`src/rtl/crack_scheduler.sv`:
```
// Purpose : keyspace scheduler; latches the ciphertext, deals chunk indices to idle
//           search engines round-robin, reports the first hit or keyspace exhaustion.
// Latency : data_valid -> first eng_start 2 edges; eng_found -> rdy 1 edge; last eng_done -> rdy 1 edge.
// Backpressure: none; an engine is only started while its busy bit is clear, one start per cycle.
// Ports   : clk/rst (sync, active low); start, data_valid/data from the reader;
//           eng_start/eng_base/eng_data/eng_abort to the engines; eng_done/eng_found/eng_key
//           back from them; rdy/found/result job status. All outputs are registered.
module crack_scheduler #(
   parameter int N_ENG      = 4,
   parameter int CIDX_W     = 8,
   parameter int NUM_CHUNKS = 256,
   parameter int KEY_W      = 128
) (
   input  logic                   clk,
   input  logic                   rst,
   input  logic                   start,
   input  logic                   data_valid,
   input  logic [63:0]            data,
   output logic [N_ENG-1:0]       eng_start,
   output logic [CIDX_W-1:0]      eng_base,
   output logic [63:0]            eng_data,
   output logic                   eng_abort,
   input  logic [N_ENG-1:0]       eng_done,
   input  logic [N_ENG-1:0]       eng_found,
   input  logic [N_ENG*KEY_W-1:0] eng_key,
   output logic                   rdy,
   output logic                   found,
   output logic [KEY_W-1:0]       result
);

   localparam int RR_W = (N_ENG > 1) ? $clog2(N_ENG) : 1;
   // One extra bit so the counter can sit at NUM_CHUNKS without wrapping.
   localparam logic [CIDX_W:0] CNT_MAX = (CIDX_W+1)'(NUM_CHUNKS);

   typedef enum logic [2:0] {S_IDLE, S_WAIT_DATA, S_RUN, S_DONE, S_FAIL} state_t;

   state_t              state_q, state_d;
   logic [N_ENG-1:0]    busy_q, busy_d;
   logic [CIDX_W:0]     cnt_q, cnt_d;
   logic [RR_W-1:0]     rr_q, rr_d;
   logic [N_ENG-1:0]    eng_start_q, eng_start_d;
   logic [CIDX_W-1:0]   eng_base_q, eng_base_d;
   logic [63:0]         eng_data_q, eng_data_d;
   logic                eng_abort_q, eng_abort_d;
   logic                rdy_q, rdy_d;
   logic                found_q, found_d;
   logic [KEY_W-1:0]    result_q, result_d;

   logic [N_ENG-1:0]    hit;
   logic [RR_W-1:0]     win_idx;
   logic                pick_ok;
   logic [RR_W-1:0]     pick_idx;

   // Hits only count from engines we actually started.
   assign hit = eng_found & busy_q;

   always_comb begin
      win_idx = '0;
      for (int i = N_ENG-1; i >= 0; i--) begin
         if (hit[i]) win_idx = RR_W'(i);
      end
   end

   // Candidates come from busy_q, so an engine released this cycle waits one cycle.
   always_comb begin
      pick_ok  = 1'b0;
      pick_idx = '0;
      for (int i = 0; i < N_ENG; i++) begin
         if (!pick_ok && !busy_q[(int'(rr_q) + i) % N_ENG]) begin
            pick_ok  = 1'b1;
            pick_idx = RR_W'((int'(rr_q) + i) % N_ENG);
         end
      end
   end

   always_comb begin
      state_d     = state_q;
      busy_d      = busy_q;
      cnt_d       = cnt_q;
      rr_d        = rr_q;
      eng_start_d = '0;
      eng_base_d  = eng_base_q;
      eng_data_d  = eng_data_q;
      eng_abort_d = 1'b0;
      rdy_d       = rdy_q;
      found_d     = found_q;
      result_d    = result_q;
      case (state_q)
         S_IDLE: begin
            if (start) state_d = S_WAIT_DATA;
         end
         S_WAIT_DATA: begin
            if (data_valid) begin
               eng_data_d = data;
               cnt_d      = '0;
               rr_d       = '0;
               busy_d     = '0;
               state_d    = S_RUN;
            end
         end
         S_RUN: begin
            if (|hit) begin
               result_d    = eng_key[int'(win_idx)*KEY_W +: KEY_W];
               found_d     = 1'b1;
               rdy_d       = 1'b1;
               eng_abort_d = 1'b1;
               busy_d      = '0;
               state_d     = S_DONE;
            end else begin
               busy_d = busy_q & ~eng_done;
               if (cnt_q < CNT_MAX && pick_ok) begin
                  eng_start_d[pick_idx] = 1'b1;
                  eng_base_d            = cnt_q[CIDX_W-1:0];
                  busy_d[pick_idx]      = 1'b1;
                  cnt_d                 = cnt_q + (CIDX_W+1)'(1);
                  rr_d                  = RR_W'((int'(pick_idx) + 1) % N_ENG);
               end
               if (cnt_d == CNT_MAX && busy_d == '0) begin
                  rdy_d    = 1'b1;
                  found_d  = 1'b0;
                  result_d = '0;
                  state_d  = S_FAIL;
               end
            end
         end
         S_DONE, S_FAIL: begin
            if (start) begin
               rdy_d    = 1'b0;
               found_d  = 1'b0;
               result_d = '0;
               state_d  = S_WAIT_DATA;
            end
         end
         default: state_d = S_IDLE;
      endcase
   end

   always_ff @(posedge clk) begin
      if (!rst) begin
         state_q     <= S_IDLE;
         busy_q      <= '0;
         cnt_q       <= '0;
         rr_q        <= '0;
         eng_start_q <= '0;
         eng_base_q  <= '0;
         eng_data_q  <= '0;
         eng_abort_q <= 1'b0;
         rdy_q       <= 1'b0;
         found_q     <= 1'b0;
         result_q    <= '0;
      end else begin
         state_q     <= state_d;
         busy_q      <= busy_d;
         cnt_q       <= cnt_d;
         rr_q        <= rr_d;
         eng_start_q <= eng_start_d;
         eng_base_q  <= eng_base_d;
         eng_data_q  <= eng_data_d;
         eng_abort_q <= eng_abort_d;
         rdy_q       <= rdy_d;
         found_q     <= found_d;
         result_q    <= result_d;
      end
   end

   assign eng_start = eng_start_q;
   assign eng_base  = eng_base_q;
   assign eng_data  = eng_data_q;
   assign eng_abort = eng_abort_q;
   assign rdy       = rdy_q;
   assign found     = found_q;
   assign result    = result_q;

endmodule

```
`config.mk`:
```
export PLATFORM = sky130hd
export DESIGN_NAME = crack_scheduler
export DESIGN_NICKNAME = d
export VERILOG_FILES = /design/src/rtl/crack_scheduler.sv
export SDC_FILE = /design/constraint.sdc
export NUM_CORES = 1
export LEC_CHECK = 0
export CAP_MARGIN = 5
export CORE_AREA = 2 2 310 312
export CTS_BUF_LIST = sky130_fd_sc_hd__clkbuf_4 sky130_fd_sc_hd__clkbuf_8
export CTS_CLUSTER_SIZE = 16
export DETAILED_ROUTE_END_ITERATION = 7
export DIE_AREA = 0 0 312 314
export SLEW_MARGIN = 30
export SYNTH_ARGS = -nofsm -noshare
export SYNTH_HDL_FRONTEND = slang
export SYNTH_SLANG_ARGS = --single-unit
```
`constraint.sdc`:
```
create_clock -name clk -period 5 [get_ports clk]
set_clock_uncertainty 0.05 [all_clocks]
set_input_delay 1 -clock clk [delete_from_list [all_inputs] [get_ports clk]]
set_output_delay 1 -clock clk [all_outputs]
set_load 0.005 [all_outputs]
```
Word-level counts from Yosys, hierarchy flattened
Index checks and enable logic that the tools add are counted.
Storage, ports and cells
  register bits: 225
  bits in latches: 0
  bits in writable memories: 0
  memory bits (read-only): 0
  input bits: 588
  logic and storage cells: 134
  memories: 0
Operators by class
  add/subtract/negate cells: 5
  $mul: 0
  div/mod/pow operators: 0
  $lt $le $gt $ge: 7
  equal/unequal tests: 11
  shift-type cells: 1
  mux-type cells: 58
  bitwise gates (word level): 11
  reductions and logical operators: 30
Operators by type and width (number)
  512-bit by 10-bit indexed part select with 128-bit output: 1
  128-bit 2-to-1 mux: 3
  128-bit one-hot mux with 2 select lines: 1
  9-bit 2-to-1 mux: 5
  2-bit 2-to-1 mux: 11
  4-bit 2-to-1 mux: 5
  1-bit 2-to-1 mux: 18
  9-bit one-hot mux with 2 select lines: 1
  3-bit by 4-bit less-than comparator with 1-bit output, second input constant: 3
  3-bit 2-to-1 mux: 4
  3-bit AND reduction: 4
  9-bit by 1-bit adder with 9-bit output, second input constant: 1
  9-bit == test, second input constant: 1
  9-bit less-than comparator, second input constant: 1
  3-bit one-hot mux with 3 select lines: 1
  4-bit bitwise AND: 2
  1-bit binary-select mux with 2-bit select: 4
  2-bit inequality test, second input constant: 4
  4-bit one-hot mux with 2 select lines: 1
  2-bit OR reduction: 4
  7-bit OR reduction: 1
  3-bit by 2-bit == test with 1-bit output, second input constant: 2
  1-bit logical AND: 6
  2-bit by 3-bit less-than comparator with 1-bit output, second input constant: 2
  other kinds (22): 37

Depth between registers and ports, before layout
  depth after elaboration: 28
  mapped depth: 10
  mapped depth without buffers: 7

Least setup slack after synthesis
Ideal clock, no wire load.
  path type: input to register
  start point: input port eng_found[2]
  end point: register result_q[85], in the netlist result[85]
  library setup time: 0.121 ns
  arrival time: 2.617 ns
  required time: 4.829 ns
  path slack: 2.212 ns
  cell stages on the path: 8
  path buffers: 2
  cells stage by stage: nand2_1 > a32o_1 > nand2_1 > buf_2 > buf_4 > mux4_2 > a32oi_1 > o21ai_2
Between the ends
  cells in the longest elaborated chain, start to end: 7
Ends and longest elaborated chain
  from (decl): RTL line 24  | input logic [N_ENG-1:0] eng_found,
  4-bit bitwise AND (*): RTL line 55  | assign hit = eng_found & busy_q;
  2-bit 2-to-1 mux (3 in series): RTL line 60  | if (hit[i]) win_idx = RR_W'(i);
  512-bit by 10-bit indexed part select with 128-bit output: RTL line 103  | result_d = eng_key[int'(win_idx)*KEY_W +: KEY_W];
  128-bit 2-to-1 mux: RTL line 102  | if (|hit) begin
  128-bit one-hot mux with 2 select lines: RTL line 88  | case (state_q)
  to (signal assigned): RTL line 162  | result_q <= result_d;
  to (decl): RTL line 47  | logic [KEY_W-1:0] result_q, result_d;
Every way passes the cells marked *; elsewhere a longest branch is shown, timed or not.
A chain may end at the register's enable or synchronous reset.

Worst setup path after layout
  start point: register cnt_q[0]
  end point: register result_q[99], in the netlist result[99]
Between the ends
  cells in the longest elaborated chain, start to end: 9
Ends and longest elaborated chain
  from (decl): RTL line 39  | logic [CIDX_W:0] cnt_q, cnt_d;
  from (signal assigned): RTL line 154  | cnt_q <= cnt_d;
  9-bit less-than comparator: RTL line 111  | if (cnt_q < CNT_MAX && pick_ok) begin
  1-bit logical AND: RTL line 111
  9-bit 2-to-1 mux / 4-bit 2-to-1 mux (equally long branches): RTL line 111
  9-bit 2-to-1 mux / 4-bit 2-to-1 mux (equally long branches): RTL line 102
  9-bit 2-to-1 mux / 4-bit 2-to-1 mux (equally long branches): RTL line 88
  9-bit == test / 4-bit zero test (equally long branches): RTL line 118  | if (cnt_d == CNT_MAX && busy_d == '0) begin
  1-bit logical AND (*): RTL line 118
  3-bit inequality test (no source line) (*)
  3-bit AND reduction (no source line) (*)
Every way passes the cells marked *; elsewhere a longest branch is shown, timed or not. The select of a mux whose other input is x is not followed.

==> summary.txt <==
Yosys
  • Mapped Area: roughly 0.013 sq mm
  • Post-Synth Simple-Gate Area: 13.2%
  • Yosys cell types: 59
  • Cells after synthesis: 1282
  • Primary FF master, synth: dfxtp_1
  • Most common library cells after synthesis: dfxtp_1 (225), nand2_1 (163), nand3_1 (137)
  • Adder-cell share of the synthesized area: less than 1%
  • Synth top area cells: dfxtp_1 (35%), mux4_2 (22%), a32oi_1 (8.8%)
  • Yosys top cell area share: 35.0%
  • Cell taking the most area after synthesis: dfxtp_1
  • Asr flop ratio synth: 0%
  • Sequential area share after synthesis: between 30% and 40%
  • Number of synthesized flops with an enable pin: 0
  • Synth warnings: 0
  • Post-Synthesis Mean Instance Area: about 10 sq um
  • Most common cell in the netlist: dfxtp_1
  • Mapped Nets: roughly 1900
  • Largest family of logic cells by synthesized area: compound AO/OA/AOI/OAI gates
  • Multiplexer area fraction after synthesis: approximately 22%
  • Flops & latches, synth: approximately 230
  • Post-Synth XOR/XNOR Area: less than 1%
  • Compound-Gate Fraction of Synth Area: 22.9%

Drt
  • DR pass1 iterations: 5
  • M1 WL: between 20 and 30 mm
  • Met3 Wirelength: 7.18 mm
  • Wire length on met2: 31.2 mm
  • Initial DRC Count: approximately 1100
  • Vias per cell: between 4 and 5
  • Routed WL: 65.8 mm
  • Max Used Layer: met5
  • DRC: 0
  • Vias: ~14000
  • DRT antenna net count: 0
  • Routed len/inst: around 20 um

Global route
  • Grt ovf: 0
  • Total GRT Usage: between 10% and 20%
  • Wire length of the first global-routing pass: around 93 mm
  • Vias in the first global route: approximately 14000
  • Initial antenna violation count: 9
  • Pin count of the biggest net entering global routing: ~160

Worst setup path
  • Arrival time worst endpoint: 3.63 ns
  • Largest fanout on the critical path: 41
  • R2r worst-path depth: 8
  • CP Class: reg -> reg
  • Crit path to: result[99]
  • Worst Path Required: around 5.4 ns
  • Endpoint class of the critical path: flip-flop
  • RR Startpoint: cnt_q[0]
  • Critical path origin: cnt_q[0]
  • CP Launch Type: flip-flop
  • Reg-to-reg critical path endpoint: result[99]
  • R2R setup slack: 1.79 ns

STA
  • Slew HR: 37.5%
  • Fmax: roughly 310 MHz
  • Fin crit share: between 60 and 70%
  • Slew @ Worst Pin: approximately 0.94 ns
  • Setup Viol. Count Final: 0
  • Hold slack: approximately 0.4 ns
  • Unrepaired setup endpoints after global routing: false
  • Slew Limit Fails: 0
  • Final Hold Fails: 0
  • Setup_tns: 0 ns
  • Min cycle time layout: 3.21 ns

Status
  • Status: completed

Power
  • Leak Pwr: 7.46 nW
  • PwrDens: ~210 mW/mm^2
  • VDD IR max: 0.144 mV

Worst hold path
  • Tightest Hold Check Type: reg -> reg

Cells and area
  • Layout cell share with drive strength beyond 1: between 10% and 20%
  • FILL cells: a little over 10000
  • Fin nets: around 2600
  • Area delta synth->final: 79.0%

Clock tree
  • Buffer depth of the longest clock path: 3
  • Clk_lat worst skew: 0.64 ns
  • CTS tree: done
  • CTS Hold Bufs: 0
  • Clk pin slew, worst setup/hold paths: roughly 0.060 ns
  • CTS Buf Count: 46
  • Post-cts gate resize count: 0
  • Sink Count: 225
  • Root buf cell: clkbuf_8
  • H-tree depth: 2
  • Post-CTS Setup Inserts: 0

Placed design
  • Port bufs: a little under 800
  • Final HPWL DP: slightly above 50 mm
  • Gpl congestion: a little under 0.9

Floorplanning
  • Die W: around 310 um
  • Die ar.: roughly 0.098 sq mm
  • Core area: between 0.09 and 0.1 sq mm
  • Die Ht: between 300 and 400 um
  • Initial Util: 13.6%
  • I/O Pins: between 700 and 800
  • Row Count: ~110

Flow run
  • Maxcap violations: 0
[state kept, by name (all words and copies together) (netlist names)]
signal / flops
eng_abort: 1
eng_data: 64
result: 128
found: 1
cnt_q: 9
state_q: 3
eng_start: 4
eng_base: 8
rdy: 1
busy_q: 4
rr_q: 2
[metal layers]
metal | track usage, % | vias to the layer above
met5 | 0 | -
met4 | 4.03 | 10
met3 | 4.91 | 93
met2 | 20.6 | 710
met1 | 15.1 | 6871
li1 | - | 6472
[cells in the final DEF, fill, tap and decap left out, types with 58 or more instances in the layout]
master           netlist  final
nand3_1              137    137
dfxtp_1              225    225
clkdlybuf4s50_1        0    793
a32oi_1              129    129
a21oi_1               90     90
mux4_2               128    128
o21ai_0               58     58
o21ai_2               89     89
clkbuf_8               0     58
nand2_1              163    162
[how the worst min path moves through the flow]
stage	start	to	depth (start not counted)
floorplan	eng_base[0]	eng_base[0]	2
CTS	eng_data[60]	eng_data[60]	2
finish	eng_data[43]	eng_data[43]	2
global route	eng_data[58]	eng_data[58]	2
global placement	eng_data[46]	eng_data[46]	2
detailed placement	eng_data[61]	eng_data[61]	2
[worst max-delay path: stages (launching register included)]
cell and delay (ns):
dfxtp_1 0.44, ha_1 0.33, nand3_1 0.17, nor2_1 0.22
nor4b_1 0.29, o221ai_1 0.28, nor4_4 0.38, buf_4 0.57
o21ai_0 0.20
[metrics by stage]
step / worst slack, ns / area (sq um) / std cells / utilization (%) / power (mW)
floorplan: 2.21 / 12900 / 1282 / - / 2.12
global placement: 1.24 / 22000 / 3216 / 23.3 / 2.72
detailed placement: 1.23 / 22000 / 3216 / 23.3 / 2.73
CTS: 1.82 / 23000 / 3298 / 24.4 / 5.03
global route: 1.52 / 23000 / 3299 / 24.4 / 5.14
finish: 1.79 / 23000 / 3300 / 24.4 / 4.92
[cell families after synthesis]
group | Yosys count
AOI/OAI and AO/OA | 401
xor gates and xnor gates | 1
adders and majority gates | 1
buffers and inverters | 162
DFF | 225
muxes | 128
and+or+nand+nor | 364
[cell type report]
cell class	count	area (sq um)	share of cell area, %
clock buffer	71	896	3.89
inverter	9	36.3	0.158
sequential	225	4500	19.6
clock inverter	11	150	0.652
tap	1265	1580	6.87
antenna	2	5.00	0.0217
multi-input combinational	895	7570	32.9
timing repair buffer	822	8280	35.9
[where the power goes]
group          internal, mW  switching, mW  total (mW)  leakage (nW)
combinational         0.565          0.281       0.845          5.10
clock                  1.30          0.929        2.23         0.547
sequential             1.82         0.0208        1.84          1.82
total                  3.69           1.23        4.92          7.46
No activity file was read; power rests on OpenSTA's default activity.
